==> config.mk <==
export PLATFORM = sky130hd
export DESIGN_NAME = commit_trace_buffer
export DESIGN_NICKNAME = d
export VERILOG_FILES = /design/src/rtl/commit_trace_buffer_pkg.sv /design/src/rtl/commit_trace_buffer_fifo.sv /design/src/rtl/commit_trace_buffer.sv
export SDC_FILE = /design/constraint.sdc
export NUM_CORES = 1
export LEC_CHECK = 0
export CAP_MARGIN = 25
export CORE_MARGIN = 1.5
export CORE_UTILIZATION = 30
export CTS_CLUSTER_SIZE = 14
export DETAILED_ROUTE_END_ITERATION = 12
export GPL_TIMING_DRIVEN = 0
export HOLD_SLACK_MARGIN = 0.02
export SETUP_SLACK_MARGIN = 0.5
export SLEW_MARGIN = 20
export SYNTH_ARGS = -nofsm -noshare
export SYNTH_HDL_FRONTEND = slang
export SYNTH_SLANG_ARGS = --single-unit
==> constraint.sdc <==
create_clock -name clk_i -period 15.91 [get_ports clk_i]
set_clock_uncertainty 0.1 [all_clocks]
set_input_delay 4.773 -clock clk_i [delete_from_list [all_inputs] [get_ports clk_i]]
set_output_delay 4.773 -clock clk_i [all_outputs]
set_load 0.005 [all_outputs]
==> src/rtl/commit_trace_buffer_pkg.sv <==
`default_nettype none
// ============================================================================
// commit_trace_buffer_pkg : shared debug types and constants for commit tracing
// Revision: 1.0
// ============================================================================
package commit_trace_buffer_pkg;

  localparam int TRACE_XLEN  = 32;
  localparam int TRACE_CNT_W = 32;

  localparam logic [TRACE_XLEN-1:0] NOP_INST  = 32'h0000_0013;
  localparam logic [TRACE_XLEN-1:0] HALT_INST = 32'h0000_0000;

  // Field order matches the packed record carried through the FIFO
  typedef struct packed {
    logic [TRACE_CNT_W-1:0] seq;
    logic [TRACE_XLEN-1:0]  pc;
    logic [TRACE_XLEN-1:0]  inst;
  } commit_rec_t;

endpackage
`default_nettype wire

==> src/rtl/commit_trace_buffer_fifo.sv <==
`default_nettype none
// ============================================================================
// trace_fifo : generic synchronous valid/ready FIFO with extra-bit pointers
// Revision: 1.0
// ============================================================================
module trace_fifo #(
  parameter int WIDTH = 96,
  parameter int DEPTH = 8
) (
  input  logic                     clk,
  input  logic                     rst_n,
  input  logic                     push,
  input  logic [WIDTH-1:0]         push_data,
  input  logic                     ready,
  output logic                     full,
  output logic                     head_valid,
  output logic [WIDTH-1:0]         head_data,
  output logic [$clog2(DEPTH):0]   level
);

  localparam int AW = $clog2(DEPTH);

  if (DEPTH < 2 || (1 << AW) != DEPTH) begin : g_bad_depth
    $error("trace_fifo: DEPTH must be a power of two and at least 2");
  end

  logic [WIDTH-1:0] mem [DEPTH];
  logic [AW:0]      wr_ptr;
  logic [AW:0]      rd_ptr;
  logic             pop;
  logic             wr_en;

  assign head_valid = (wr_ptr != rd_ptr);
  assign full       = (wr_ptr[AW] != rd_ptr[AW]) && (wr_ptr[AW-1:0] == rd_ptr[AW-1:0]);
  assign level      = wr_ptr - rd_ptr;
  assign pop        = head_valid & ready;
  // When full, the slot being written is the head that leaves on this same edge
  assign wr_en      = push & (~full | pop);
  assign head_data  = mem[rd_ptr[AW-1:0]];

  always_ff @(posedge clk or negedge rst_n) begin
    if (!rst_n) begin
      wr_ptr <= '0;
      rd_ptr <= '0;
    end else begin
      if (wr_en) wr_ptr <= wr_ptr + 1'b1;
      if (pop)   rd_ptr <= rd_ptr + 1'b1;
    end
  end

  always_ff @(posedge clk) begin
    if (wr_en) mem[wr_ptr[AW-1:0]] <= push_data;
  end

endmodule
`default_nettype wire

==> src/rtl/commit_trace_buffer.sv <==
`default_nettype none
// ============================================================================
// commit_trace_buffer : shadows ID ops down the pipe and queues commit records
// Revision: 1.0
// ============================================================================
module commit_trace_buffer
  import commit_trace_buffer_pkg::*;
#(
  parameter int XLEN        = 32,
  parameter int STAGES      = 5,
  parameter int TRACE_STAGE = 4,
  parameter int DEPTH       = 8,
  parameter int CNT_W       = 32
) (
  input  logic                   clk_i,
  input  logic                   rst_i,
  input  logic                   start_i,
  input  logic [XLEN-1:0]        pc_i,
  input  logic [XLEN-1:0]        inst_i,
  input  logic                   nop_i,
  input  logic                   stall_i,
  output logic                   rec_valid_o,
  input  logic                   rec_ready_i,
  output logic [XLEN-1:0]        rec_pc_o,
  output logic [XLEN-1:0]        rec_inst_o,
  output logic [CNT_W-1:0]       rec_seq_o,
  output logic [$clog2(DEPTH):0] level_o,
  output logic                   halt_o,
  output logic                   overflow_o,
  output logic [CNT_W-1:0]       cycle_cnt_o,
  output logic [CNT_W-1:0]       retire_cnt_o
);

  localparam int REC_W = CNT_W + 2 * XLEN;
  localparam int LAST  = TRACE_STAGE;

  if (TRACE_STAGE < 2 || TRACE_STAGE > STAGES) begin : g_bad_trace_stage
    $error("commit_trace_buffer: TRACE_STAGE must lie in 2..STAGES");
  end

  // Stages past the trace point never influence a record, so only 2..TRACE_STAGE exist
  logic [LAST:2]   s_valid;
  logic [XLEN-1:0] s_pc   [2:LAST];
  logic [XLEN-1:0] s_inst [2:LAST];

  always_ff @(posedge clk_i or negedge rst_i) begin
    if (!rst_i)       s_valid[2] <= 1'b0;
    else if (start_i) s_valid[2] <= ~nop_i;
  end

  always_ff @(posedge clk_i) begin
    if (start_i) begin
      s_pc[2]   <= pc_i;
      s_inst[2] <= inst_i;
    end
  end

  for (genvar k = 3; k <= LAST; k++) begin : g_stage
    always_ff @(posedge clk_i or negedge rst_i) begin
      if (!rst_i)       s_valid[k] <= 1'b0;
      else if (start_i) s_valid[k] <= (k == 3) ? (s_valid[k-1] & ~stall_i) : s_valid[k-1];
    end

    always_ff @(posedge clk_i) begin
      if (start_i) begin
        s_pc[k]   <= s_pc[k-1];
        s_inst[k] <= s_inst[k-1];
      end
    end
  end

  logic             emit;
  logic             is_halt;
  logic             fifo_full;
  logic             drop;
  logic [REC_W-1:0] push_rec;
  logic [REC_W-1:0] head_rec;

  assign emit     = start_i & s_valid[LAST] & ~halt_o;
  assign is_halt  = (s_inst[LAST] == XLEN'(HALT_INST));
  assign drop     = emit & fifo_full & ~(rec_valid_o & rec_ready_i);
  assign push_rec = {retire_cnt_o, s_pc[LAST], s_inst[LAST]};

  trace_fifo #(
    .WIDTH (REC_W),
    .DEPTH (DEPTH)
  ) u_fifo (
    .clk        (clk_i),
    .rst_n      (rst_i),
    .push       (emit),
    .push_data  (push_rec),
    .ready      (rec_ready_i),
    .full       (fifo_full),
    .head_valid (rec_valid_o),
    .head_data  (head_rec),
    .level      (level_o)
  );

  assign rec_seq_o  = head_rec[REC_W-1 -: CNT_W];
  assign rec_pc_o   = head_rec[2*XLEN-1 -: XLEN];
  assign rec_inst_o = head_rec[XLEN-1:0];

  // Sequence advances on dropped records too, leaving a visible gap
  always_ff @(posedge clk_i or negedge rst_i) begin
    if (!rst_i) begin
      cycle_cnt_o  <= '0;
      retire_cnt_o <= '0;
      halt_o       <= 1'b0;
      overflow_o   <= 1'b0;
    end else if (start_i) begin
      cycle_cnt_o <= cycle_cnt_o + 1'b1;
      if (emit) retire_cnt_o <= retire_cnt_o + 1'b1;
      if (emit & is_halt) halt_o <= 1'b1;
      if (drop) overflow_o <= 1'b1;
    end
  end

endmodule
`default_nettype wire

==> impl_metrics.tcl <==
set metrics [dict create \
    swShare 0.2850 \
    die_w_um 362.1 \
    die_area_mm2 0.1311 \
    cp_data_arrival_time_ps 3720 \
    cts_root_buf "clkbuf_16" \
    muxShareOfSynthArea 0.1132 \
    final_cells 4042 \
    syn_area_mm2 0.03868 \
    cp-startpoint "u_fifo.rd_ptr[1]$_DFFE_PN0P_" \
    drtAntennaViolNets 0 \
    cts_buffer_depth 3 \
    dr.first_iter.drc_count 1397 \
    synth_cell_type_count 44 \
    cts-hold-fix-buffers 0 \
    yosys_warnings 0 \
    synthSimpleGateAreaFrac 0.05195 \
    grt_max_degree 86 \
    critical_path.endpoint "level_o[3]" \
    worst_pin_slew_ps 933.7 \
    port_buffers 236 \
    synth_top_cell_area_share 0.7452 \
    synth_area_leaders "edfxtp_1 75%, mux4_2 11%, dfrtp_1 5.0%, nand2_1 3.0%, xnor2_1 1.1%" \
    drv_slew 0 \
    critPathRequiredTime_ps 11040 \
    yosysSeqAreaShare 0.7950 \
    ir_worst_vdd_v 0.00009425 \
    tns_ps 0 \
    r2r_setup_slack_ps 11340 \
    synth_edf_count 960 \
    grt_pass1_wl_um 133400 \
    num_vias 18690 \
    syn_nets 1949 \
    synthArstFlopShare 0.07425 \
    routed_wl_um 90960 \
    synth_area_per_cell_um2 20.68 \
    synth_fa_ha_area_frac 0.002782 \
    cts_sinks 1037 \
    dp_worst_setup_slack_ps 7281 \
    dp.cells 3837 \
    rsz0062_at_grt "false" \
    power_frac_clock 0.313 \
    worstHoldStart "s_inst[3][2]$_DFFE_PP_" \
    synth-seq-cells 1037 \
    p_switching_mw 2.237 \
    rr_worst_depth 14 \
    cp-start-kind "flip-flop" \
    h-tree-depth 3 \
    post_cts_buffers 0 \
    synth_compound_area_frac 0.001811 \
    hp-class "flip-flop to flip-flop" \
    initial_core_util 0.3030 \
    drive_gt1_frac 0.2220 \
    regArea_mm2 0.03075 \
    fmax_ghz 0.1164 \
    crit_path_end_kind "output port" \
    final-hold-violation-count 0 \
    fin_crit_ps 8593 \
    r2r_start "u_fifo.rd_ptr[1]$_DFFE_PN0P_" \
    r2r-end "u_fifo.mem[0][40]$_DFFE_PP_" \
    finalCritPeriodShare 0.5401 \
    final_util 0.3745 \
    core_mm2 0.1277 \
    clkTransAtPathRegs_ps 60 \
    crit_type "flip-flop to output port" \
    rows 131 \
    internal_power_mw 5.612 \
    detail_route.drc_violations 0 \
    synth.largest_area_cell "edfxtp_1" \
    antenna_found_initial 2 \
    dr.pass1.iters 5 \
    drv_cap 0 \
    cts_tree "yes" \
    cts_resized 0 \
    boundaryPins 237 \
    fin_nets 2365 \
    fillers 11530 \
    multi_input_comb_area_mm2 0.007243 \
    synthXorXnorAreaFrac 0.01604 \
    avgViaCountPerCell 4.624 \
    syn_to_final_growth_pct 23.61 \
    crit_fanout 10 \
    grt_pass1_vias 19770 \
    insertion_delay_ps 690 \
    setup_viol 0 \
    outcome "complete, no violations" \
    syn_inst 1871 \
    synth_ff_type "edfxtp_1" \
    synth_top_family_by_area "multiplexers" \
    slew-limit-headroom 0.3718 \
    cts_buffers 110 \
    gp_congestion 0.7579 \
    die_h_um 362.1 \
    power.leakage_nw 16.01 \
    wire_per_inst_um 22.50 \
    whs_ps 305.1 \
    dpl.hpwl_um 61610 \
    overflow 0 \
    cellPowerDensity_mw_per_mm2 164.1 \
    grt_use_total 0.1383 \
    fin_ws_ps 7317 \
    combPwrFrac 0.272 \
    seqPwrFrac 0.414 \
]
-- worst max-delay path, stage by stage, from the launching register on --
cell	delay (ps)
dfrtp_1	440
buf_2	340
buf_2	340
buf_2	340
inv_1	100
ha_1	350
a21o_1	180
a21oi_1	180
xnor2_1	190
clkdlybuf4s50_1	580
-- sequential cells by signal (all words and copies together) (netlist names) --
register and flops:
retire_cnt_o 32, u_fifo.mem 768, s_inst 96, halt_o 1, overflow_o 1, cycle_cnt_o 32, s_pc 96, u_fifo.rd_ptr 4
u_fifo.wr_ptr 4, s_valid 3
-- worst min-delay path by stage --
stage | end | slack, ps | depth (start not counted)
after global placement | s_pc[4][7]$_DFFE_PP_ | 300 | 0
after floorplan | s_inst[3][0]$_DFFE_PP_ | 300 | 0
after CTS | s_inst[4][2]$_DFFE_PP_ | 300 | 0
final | s_inst[4][2]$_DFFE_PP_ | 310 | 0
after global routing | s_inst[4][2]$_DFFE_PP_ | 310 | 0
after detailed placement | s_inst[4][11]$_DFFE_PP_ | 300 | 0
-- power by group through the flow --
stage / logic [mW] / clock network (mW) / registers, mW
3_5_place_dp: 2.21 / 0 / 3.31
6_report: 2.14 / 2.46 / 3.25
2_1_floorplan: 1.12 / 0 / 3.29
5_1_grt: 2.32 / 2.64 / 3.27
3_3_place_gp: 2.15 / 0 / 3.34
4_1_cts: 2.22 / 2.53 / 3.25
-- placed cells by master (no fill, tap or decap), drive strengths merged, types with 7 or more instances in the layout --
master / n
inv: 15
ha: 7
clkinv: 48
nor4: 13
nand2: 311
and4: 9
nor3: 10
dfrtp: 77
bufinv: 8
buf: 162
nor2: 18
mux4: 192
xor2: 22
clkbuf: 151
clkdlybuf4s50: 234
xnor2: 48
and3: 11
nand3: 24
edfxtp: 960
nand4: 28
-- logic make-up (layout without fill, tap and decap cells) --
logic type / after synthesis / in the layout
AO/OA/AOI/OAI: 8 / 8
XOR/XNOR: 70 / 70
adder cells (fa/ha/maj): 8 / 8
buffers and inverters: 116 / 623
flip-flops: 1037 / 1037
multiplexers: 197 / 197
other: 0 / 2
AND/OR/NAND/NOR: 435 / 435
-- synthesized netlist by cell type, types with 2 or more instances --
| cell | count |
|---|---|
| mux4_2 | 192 |
| nand2_1 | 310 |
| and3_1 | 11 |
| and4_1 | 6 |
| a21oi_1 | 2 |
| mux2_2 | 5 |
| buf_1 | 13 |
| nand3_1 | 24 |
| xor2_1 | 22 |
| and4_2 | 2 |
| nor3_2 | 3 |
| buf_2 | 25 |
| nand2b_1 | 3 |
| buf_6 | 19 |
| dfrtp_1 | 77 |
| nand4_1 | 26 |
| nor2_1 | 18 |
| ha_1 | 7 |
| xnor2_1 | 47 |
| nor4_1 | 8 |
| nand4_4 | 2 |
| nor3_1 | 6 |
| edfxtp_1 | 960 |
| and2_1 | 3 |
| clkbuf_1 | 12 |
| a21o_1 | 2 |
| inv_1 | 11 |
| nor4_2 | 5 |
| buf_4 | 35 |
-- metrics by stage --
step                total power [mW]  instance area (um2)
detailed placement             5.517                44320
floorplan                      4.404                38680
global route                   8.225                47810
finish                         7.849                47820
global placement               5.486                43130
CTS                            7.999                47810
-- metal layers --
metal,up-vias,routed length [um],track usage
met3,125,5394,0.03168
met1,9833,39330,0.1821
li1,8219,-,-
met4,0,1937,0.03971
met5,-,0,0
met2,513,44290,0.2282
-- layout make-up --
cell class	instances	share of cell area
sequential	1037	0.6432
buffer	104	0.01457
tap	1662	0.04349
timing repair buffer	304	0.07327
antenna	2	0.0001047
clock buffer	139	0.06050
multi-input combinational	718	0.1515
clock inverter	64	0.01248
inverter	12	0.0009420
Power figures use the tool's default switching activity.
